$ cat src/rtl/ifetch_pkg.sv
// ifetch_pkg: shared types and default configuration for the instruction fetch stage.
`default_nettype none

package ifetch_pkg;

    localparam int                    IFETCH_INST_W       = 16;
    localparam int                    IFETCH_I_ADDR_W     = 12;
    localparam int                    IFETCH_DEPTH        = 2;
    localparam logic [IFETCH_I_ADDR_W-1:0] IFETCH_RESET_VECTOR = '0;

    typedef enum logic [0:0] {
        FETCH   = 1'b0,
        DISCARD = 1'b1
    } fetch_state_e;

    typedef struct packed {
        logic [IFETCH_INST_W-1:0]   instruction;
        logic [IFETCH_I_ADDR_W-1:0] pc;
    } fetch_entry_t;

endpackage

`default_nettype wire

$ cat src/rtl/ifetch_fifo.sv
// ifetch_fifo: DEPTH-entry in-order buffer of fetched instructions with flush; head is read from registers.
`default_nettype none

module ifetch_fifo
    import ifetch_pkg::*;
#(
    parameter int  DEPTH   = IFETCH_DEPTH,
    parameter type entry_t = fetch_entry_t
) (
    input  logic                     clk,
    input  logic                     reset,
    input  logic                     flush_i,
    input  logic                     push_i,
    input  entry_t                   push_data_i,
    input  logic                     pop_i,
    output entry_t                   head_o,
    output logic [$clog2(DEPTH):0]   count_o
);

    localparam int PW = $clog2(DEPTH);

    entry_t          mem_q [DEPTH];
    logic [PW-1:0]   rd_ptr_q, rd_ptr_d;
    logic [PW-1:0]   wr_ptr_q, wr_ptr_d;
    logic [PW:0]     count_q, count_d;
    logic            w_push;
    logic            w_pop;

    assign w_push = push_i & ~flush_i;
    assign w_pop  = pop_i & ~flush_i & (count_q != '0);

    always_comb begin
        rd_ptr_d = rd_ptr_q;
        wr_ptr_d = wr_ptr_q;
        count_d  = count_q;
        if (flush_i) begin
            rd_ptr_d = '0;
            wr_ptr_d = '0;
            count_d  = '0;
        end else begin
            if (w_push) wr_ptr_d = wr_ptr_q + PW'(1);
            if (w_pop)  rd_ptr_d = rd_ptr_q + PW'(1);
            count_d = count_q + (PW+1)'(w_push) - (PW+1)'(w_pop);
        end
    end

    always_ff @(posedge clk or posedge reset) begin
        if (reset) begin
            for (int i = 0; i < DEPTH; i++) mem_q[i] <= '0;
            rd_ptr_q <= '0;
            wr_ptr_q <= '0;
            count_q  <= '0;
        end else begin
            if (w_push) mem_q[wr_ptr_q] <= push_data_i;
            rd_ptr_q <= rd_ptr_d;
            wr_ptr_q <= wr_ptr_d;
            count_q  <= count_d;
        end
    end

    assign head_o  = mem_q[rd_ptr_q];
    assign count_o = count_q;

    // Upstream credit accounting must never let a response arrive with every slot occupied.
    a_no_overflow: assert property (@(posedge clk) disable iff (reset)
        !(w_push && count_q == (PW+1)'(DEPTH)));

endmodule

`default_nettype wire

$ cat src/rtl/instruction_fetch.sv
// instruction_fetch: sequential fetch with credit-limited requests, in-order buffer and redirect flush.
// Optional IFETCH_PERF_CNT_EN adds saturating stall and redirect counters.
`default_nettype none

module instruction_fetch
    import ifetch_pkg::*;
#(
    parameter int                  INST_W       = IFETCH_INST_W,
    parameter int                  I_ADDR_W     = IFETCH_I_ADDR_W,
    parameter int                  DEPTH        = IFETCH_DEPTH,
    parameter logic [I_ADDR_W-1:0] RESET_VECTOR = I_ADDR_W'(IFETCH_RESET_VECTOR)
) (
    input  logic                clk,
    input  logic                reset,
    input  logic                fetch_enable,
    input  logic                redirect_valid,
    input  logic [I_ADDR_W-1:0] redirect_addr,
    output logic                imem_req_valid,
    input  logic                imem_req_ready,
    output logic [I_ADDR_W-1:0] imem_req_addr,
    input  logic                imem_rsp_valid,
    input  logic [INST_W-1:0]   imem_rsp_data,
    output logic                instr_valid,
    input  logic                instr_ready,
    output logic [INST_W-1:0]   instruction,
    output logic [I_ADDR_W-1:0] instr_pc
`ifdef IFETCH_PERF_CNT_EN
    ,
    output logic [15:0]         fetch_stall_cycles,
    output logic [15:0]         redirect_count
`endif
);

    localparam int CW = $clog2(DEPTH) + 1;

    typedef struct packed {
        logic [INST_W-1:0]   instruction;
        logic [I_ADDR_W-1:0] pc;
    } entry_t;

    fetch_state_e        state_q, state_d;
    logic [I_ADDR_W-1:0] fetch_pc_q, fetch_pc_d;
    logic [I_ADDR_W-1:0] rsp_pc_q, rsp_pc_d;
    logic [CW-1:0]       outstanding_q, outstanding_d;
    logic [CW-1:0]       discard_q, discard_d;
    logic [CW-1:0]       w_count;
    logic [CW:0]         w_inflight;
    logic                w_req_fire, w_drop_rsp, w_push, w_pop;
    entry_t              w_head;

    assign w_inflight     = {1'b0, w_count} + {1'b0, outstanding_q};
    assign imem_req_valid = ~reset & fetch_enable & ~redirect_valid
                          & (w_inflight < (CW+1)'(DEPTH));
    assign imem_req_addr  = fetch_pc_q;
    assign w_req_fire     = imem_req_valid & imem_req_ready;
    assign w_push         = imem_rsp_valid & ~redirect_valid & ~w_drop_rsp;
    assign w_pop          = instr_valid & instr_ready & ~redirect_valid;

    // Non-stale responses are always sequential from the last redirect target, so their pc is a counter.
    always_comb begin
        fetch_pc_d    = fetch_pc_q;
        rsp_pc_d      = rsp_pc_q;
        discard_d     = discard_q;
        outstanding_d = outstanding_q + CW'(w_req_fire) - CW'(imem_rsp_valid);
        if (redirect_valid) begin
            fetch_pc_d = redirect_addr;
            rsp_pc_d   = redirect_addr;
            discard_d  = outstanding_q - CW'(imem_rsp_valid);
        end else begin
            if (w_req_fire) fetch_pc_d = fetch_pc_q + I_ADDR_W'(1);
            if (w_push)     rsp_pc_d   = rsp_pc_q + I_ADDR_W'(1);
            if (imem_rsp_valid && w_drop_rsp) discard_d = discard_q - CW'(1);
        end
    end

    always_ff @(posedge clk or posedge reset) begin
        if (reset) begin
            state_q       <= FETCH;
            fetch_pc_q    <= RESET_VECTOR;
            rsp_pc_q      <= RESET_VECTOR;
            outstanding_q <= '0;
            discard_q     <= '0;
        end else begin
            state_q       <= state_d;
            fetch_pc_q    <= fetch_pc_d;
            rsp_pc_q      <= rsp_pc_d;
            outstanding_q <= outstanding_d;
            discard_q     <= discard_d;
        end
    end

    always_comb begin
        state_d = (discard_d != '0) ? DISCARD : FETCH;
    end

    always_comb begin
        w_drop_rsp = (state_q == DISCARD);
    end

    ifetch_fifo #(
        .DEPTH   (DEPTH),
        .entry_t (entry_t)
    ) u_fifo (
        .clk         (clk),
        .reset       (reset),
        .flush_i     (redirect_valid),
        .push_i      (w_push),
        .push_data_i ('{instruction: imem_rsp_data, pc: rsp_pc_q}),
        .pop_i       (w_pop),
        .head_o      (w_head),
        .count_o     (w_count)
    );

    assign instr_valid = (w_count != '0);
    assign instruction = w_head.instruction;
    assign instr_pc    = w_head.pc;

`ifdef IFETCH_PERF_CNT_EN
    logic [15:0] stall_cnt_q, redirect_cnt_q;

    always_ff @(posedge clk or posedge reset) begin
        if (reset) begin
            stall_cnt_q    <= '0;
            redirect_cnt_q <= '0;
        end else begin
            if (instr_ready && !instr_valid && stall_cnt_q != 16'hFFFF)
                stall_cnt_q <= stall_cnt_q + 16'd1;
            if (redirect_valid && redirect_cnt_q != 16'hFFFF)
                redirect_cnt_q <= redirect_cnt_q + 16'd1;
        end
    end

    assign fetch_stall_cycles = stall_cnt_q;
    assign redirect_count     = redirect_cnt_q;
`endif

endmodule

`default_nettype wire

$ cat config.mk
export PLATFORM = sky130hd
export DESIGN_NAME = instruction_fetch
export DESIGN_NICKNAME = d
export VERILOG_FILES = /design/src/rtl/ifetch_pkg.sv /design/src/rtl/ifetch_fifo.sv /design/src/rtl/instruction_fetch.sv
export SDC_FILE = /design/constraint.sdc
export NUM_CORES = 1
export LEC_CHECK = 0
export CORE_MARGIN = 5
export CORE_UTILIZATION = 39
export DETAILED_ROUTE_END_ITERATION = 16
export HOLD_SLACK_MARGIN = 0.1
export SYNTH_ARGS = -nofsm -noshare
export SYNTH_HDL_FRONTEND = slang
export SYNTH_SLANG_ARGS = --single-unit
export TNS_END_PERCENT = 10
$ cat constraint.sdc
create_clock -name clk -period 5.34 [get_ports clk]
set_input_delay 1.068 -clock clk [delete_from_list [all_inputs] [get_ports clk]]
set_output_delay 1.068 -clock clk [all_outputs]
set_load 0.03 [all_outputs]
==> out/metrics.cfg, run 1 <==
[routing]
ant_nets = 0
drc_errors = 0
firstDrtPassIters = 4
via_per_inst = 5.14
wire_per_inst_um = 16.1
drt_iter0_drc = 128
vias = 2938
drt_wl_total_mm = 9.21

[floorplanning]
die_w_um = 115
dieArea_mm2 = 0.0131
start_util = 0.395
pin_count = 77
num_rows = 38
core-area_mm2 = 0.0108
fp.dieH_um = 115

[worst_hold_path]
hold_path_startpoint = u_fifo.mem_q[7]
hold_class = register to register

[placed_design]
port_buffers = 76
hpwl_mm = 6.34
gp_congestion = 0.771

[critical_path]
startpoint = reset
cp_common_cell = clkdlybuf4s50_1
reg2reg_slack_ns = 2.63
crit_slowest_cell = clkdlybuf4s50_1
end_kind = output port
rr_startpoint = outstanding_q[0]
cp_data_arrival_time_ns = 2.94
required_ns = 4.27
crit_path_start_kind = primary input
cp_cell_sequence = clkdlybuf4s50_1 > or4b_4 > nor2_1 > clkdlybuf4s50_1
crit_type = primary input to output port
cp_max_fo = 5
path_buf_inv = 2
max_stage_delay_ns = 0.68
cp_top_family = buffers and inverters

[yosys]
netlist.area_leader.share = 0.523
synthCells = 348
syn_avg_cell_area_um2 = 12.2
yosysTopAreaCell = dfrtp_1
yosysMostFrequentCell = dfrtp_1
yosys-top-cells-area = dfrtp_1, mux2_2, nand2_1
ys_seq_area_frac = 0.523
synth_common_cells = dfrtp_1, mux2_2, nand2_1
synth-seq-cells = 89
async_flop_share = 1.00
synth_edf_count = 0
syn_nets = 391
synthesis.area_mm2 = 0.00426
ys.flop_type = dfrtp_1
ys_warn_count = 0
yosys.cell_types.count = 41

[global_routing]
grt_overflow = 0
antenna_found_initial = 0
track_usage = 0.147
first_global_vias = 3091
grt_pass1_wl_mm = 15.5
grt_max_degree = 57

[sta]
finalSetupTns_ns = 0
slew_headroom = 0.542
setup_viol = 0
maxSlewViolCount = 0
timing.hold.ws_ns = 0.506
finClkSkew_ns = 0.00984
final-hold-violation-count = 0
worst_pin_slew_ns = 0.687
fmax_ghz = 0.250
fin_crit_sh = 0.750
layout_min_cycle_time_ns = 4.01
rsz0062_at_grt = no

[finish]
drive_above_1_share = 0.266
area_growth_pct = 27.0
antenna_cells = 0
nNetsFinal = 470

[cts]
cts_htree_levels = 3
root_buffer = clkbuf_8
clkTransAtPathRegs_ns = 0.09
cts_sinks = 89
cts_resized = 0
cts_tree = built
cts_setup_buffers = 0
insertion_delay_ns = 0.35
ctsHoldBuffers = 0
clock_tree.buffer_depth = 2
cts_buffers = 9

[pwr]
ir_worst_vdd_mv = 0.227
powerDensity_mw_per_mm2 = 487
p_leak_nw = 2.31

[job]
maxCapViolCount = 0

[status]
status = finished, final reports clean

==> power by group <==
part | switching (mW) | internal (mW) | total (mW) | leakage, nW
Clock | 0.246 | 0.278 | 0.524 | 0.113
Sequential | 0.129 | 0.896 | 1.02 | 1.11
Combinational | 0.539 | 0.551 | 1.09 | 1.08
==> layout make-up <==
type	instances	area [um2]
Fill cell	1001	5380
Sequential cell	89	2230
Multi-Input combinational cell	233	1930
Timing Repair Buffer	81	798
Tap cell	140	175
Clock buffer	10	138
Clock inverter	6	90.1
Inverter	13	52.6
==> state kept, by name, summed over array words and instances, names as in the netlist <==
name	flops
u_fifo.mem_q	56
imem_req_addr	12
rsp_pc_q	12
discard_q	2
outstanding_q	2
u_fifo.count_o	2
state_q	1
u_fifo.rd_ptr_q	1
u_fifo.wr_ptr_q	1
==> worst paths after layout <==
path	endpoint	cells past startpoint
setup reg to reg	outstanding_q[1]	11
hold / removal	u_fifo.mem_q[7]	1
hold reg to reg	u_fifo.mem_q[7]	1
max in group asynchronous	u_fifo.mem_q[50]	3
setup / recovery	imem_req_valid	4
min in group asynchronous	outstanding_q[1]	2
==> cell families after synthesis <==
group,count (synthesis),share of synthesized area
adder cells (fa/ha/maj),8,0.0252
flip-flops,89,0.523
AO/OA/AOI/OAI,38,0.0567
XOR/XNOR,20,0.0411
buffers and inverters,26,0.0253
multiplexers,84,0.222
AND/OR/NAND/NOR,83,0.107
==> routing by layer <==
metal  share of wire  vias up  track usage
met4          0.0055        0       0.0380
met1            0.49     1455        0.208
li1                -     1398            -
met5               0        -            0
met3           0.064        5       0.0396
met2            0.44       80        0.225
==> cell usage in the layout (no fill, tap or decap), drive strengths merged <==
cell,n
a211oi,1
a21boi,3
a21oi,4
a311o,1
a31oi,2
and2,4
and3,3
and4,2
and4b,1
buf,5
bufinv,2
clkbuf,10
clkdlybuf4s50,76
clkinv,3
clkinvlp,1
dfrtp,89
fa,1
ha,7
inv,13
mux2,84
nand2,26
nand2b,2
nand3,8
nand3b,1
nand4,7
nor2,12
nor2b,3
nor3,5
nor4b,2
o211ai,8
o21ai,16
o311ai,1
o31a,2
or2,1
or2b,1
or3,3
or4,1
or4b,1
xnor2,11
xor2,9
==> per-stage QoR <==
step / cell area (um2) / worst slack (ns) / cells / utilization / total power, mW
floorplan: 4260 / 1.97 / 348 / - / 1.74
global placement: 5190 / 1.33 / 556 / 0.481 / 2.12
detailed placement: 5190 / 1.32 / 556 / 0.481 / 2.14
CTS: 5410 / 1.32 / 572 / 0.502 / 2.67
global route: 5410 / 1.25 / 572 / 0.502 / 2.78
finish: 5410 / 1.33 / 572 / 0.502 / 2.64
(Power assumes the default switching activity.)
==> run 2, diff against run 1 <==
==> constraint.sdc (replaced) <==
create_clock -name clk -period 3.35 [get_ports clk]
set_input_delay 0.67 -clock clk [delete_from_list [all_inputs] [get_ports clk]]
set_output_delay 0.67 -clock clk [all_outputs]
set_load 0.03 [all_outputs]
==> run 2 against run 1 <==
- clock skew up 0.0011 ns
- clock power grew 54%
- via count rose by 1.3%
- sequential power is 61% higher
==> out/metrics.cfg, run 2 (synthesis gave the netlist of run 1 again) <==
[sta]
layout_min_cycle_time_ns = 2.89
final-hold-violation-count = 0
fmax_ghz = 0.346
slew_headroom = 0.520
finClkSkew_ns = 0.0109
worst_pin_slew_ns = 0.719
finalSetupTns_ns = 0
rsz0062_at_grt = no
setup_viol = 0
fin_crit_sh = 0.862
maxSlewViolCount = 0

[critical_path]
cp_data_arrival_time_ns = 2.22
crit_type = register to output port
reg2reg_slack_ns = 0.66
end_kind = output port
max_stage_delay_ns = 0.57
crit_slowest_cell = or4b_4
cp_common_cell = nor2_1
cp_top_family = simple AND/OR/NAND/NOR gates
path_buf_inv = 2
cp_cell_sequence = inv_1 > nor2_1 > fa_1 > or4b_4 > nor2_1 > buf_4
crit_path_start_kind = register
cp_max_fo = 5
required_ns = 2.68

[floorplanning]
num_rows = 38
dieArea_mm2 = 0.0131
fp.dieH_um = 115
pin_count = 77
start_util = 0.395
core-area_mm2 = 0.0108
die_w_um = 115

[status]
status = finished, final reports clean

[routing]
ant_nets = 0
drt_iter0_drc = 97
wire_per_inst_um = 16.2
vias = 2975
firstDrtPassIters = 4
drt_wl_total_mm = 9.30
drc_errors = 0
via_per_inst = 5.17

[finish]
final_cell_mix = dfrtp_1, mux2_2, clkdlybuf4s50_1
final_cells = 575
multi_input_area_mm2 = 0.00193
antenna_cells = 0
largest_register_ffs = 56
drive_above_1_share = 0.274
layout.area.seq_mm2 = 0.00223
area_growth_pct = 27.7
fillers = 978
regMostFlops = u_fifo.mem_q
final_common_cell = dfrtp_1
nNetsFinal = 473

[global_routing]
track_usage = 0.153
first_global_vias = 3234
antenna_found_initial = 0
grt_overflow = 0
grt_max_degree = 38
grt_pass1_wl_mm = 16.0

[cts]
cts_buffers = 9
cts_setup_buffers = 0
ctsHoldBuffers = 0
insertion_delay_ns = 0.36
root_buffer = clkbuf_8
cts_sinks = 89
clkTransAtPathRegs_ns = 0.09
clock_tree.buffer_depth = 2
cts_htree_levels = 3
cts_tree = built
cts_resized = 0

[worst_hold_path]
hold_class = register to register

[placed_design]
placedCellCount = 559
port_buffers = 76
hpwl_mm = 6.43
gp_congestion = 0.769

[pwr]
powerDensity_mw_per_mm2 = 769
p_leak_nw = 2.33
ir_worst_vdd_mv = 0.359

[job]
maxCapViolCount = 0

==> run 2: changes by cell type in the layout (fill, tap and decap cells not counted), sizes merged <==
cell | previous run | this run
buf | 5 | 9
clkbuf | 10 | 13
bufinv | 2 | 1
clkdlybuf4s50 | 76 | 75
clkinv | 3 | 2
inv | 13 | 12
==> run 2: final cells by class <==
class / count / share of cell area
Tap cell: 140 / 0.0322
Inverter: 13 / 0.00965
Clock buffer: 13 / 0.0329
Multi-Input combinational cell: 233 / 0.355
Timing Repair Buffer: 84 / 0.153
Sequential cell: 89 / 0.409
Clock inverter: 3 / 0.00850
==> run 2: worst reg2reg max path: cells and delay by family (launching register included) <==
| kind | cells | cell delay (ns) |
|---|---|---|
| flops | 1 | 0.38 |
| buf+inv | 3 | 0.21 |
| fa+ha+maj | 3 | 0.92 |
| xor+xnor | 2 | 0.30 |
| simple gates | 3 | 0.83 |
==> run 2: stage by stage <==
step	cell area, um2	setup WS [ns]	total power, mW	hold WS (ns)	util
3_5_place_dp	5220	0.464	3.42	0.490	0.484
6_report	5440	0.463	4.19	0.507	0.504
4_1_cts	5440	0.420	4.24	0.511	0.504
3_3_place_gp	5220	0.496	3.39	0.483	0.484
5_1_grt	5440	0.309	4.43	0.525	0.504
2_1_floorplan	4260	0.373	2.78	0.475	-
==> run 2: worst paths after layout <==
check,cells after the start,to,startpoint
max,6,imem_req_valid,u_fifo.count_o[0]
min,1,u_fifo.mem_q[18],u_fifo.mem_q[18]
max reg2reg,11,outstanding_q[1],u_fifo.count_o[0]
min reg2reg,1,u_fifo.mem_q[18],u_fifo.mem_q[18]
max in group asynchronous,3,u_fifo.mem_q[0],reset
min in group asynchronous,2,outstanding_q[0],reset
==> run 2: metal layers <==
layer | vias up | GRT usage | routed length [um]
met4 | 0 | 0.0570 | 134
li1 | 1405 | - | -
met5 | - | 0 | 0
met2 | 76 | 0.228 | 4020
met1 | 1483 | 0.220 | 4680
met3 | 11 | 0.0317 | 465
==> run 2: where the power goes <==
| group | total (mW) | switching, mW | internal [mW] |
|---|---|---|---|
| sequential | 1.64 | 0.211 | 1.43 |
| clock | 0.808 | 0.380 | 0.428 |
| combinational | 1.74 | 0.857 | 0.884 |
==> run 3, diff against run 2 <==
--- a/config.mk
+++ b/config.mk
@@ -7,6 +7,7 @@
 export LEC_CHECK = 0
 export CORE_MARGIN = 5
 export CORE_UTILIZATION = 39
+export CTS_CLUSTER_SIZE = 20
 export DETAILED_ROUTE_END_ITERATION = 16
 export HOLD_SLACK_MARGIN = 0.1
 export SYNTH_ARGS = -nofsm -noshare
==> results of run 3 <==
The final DEF is identical to that of run 2; final timing and power are the same.
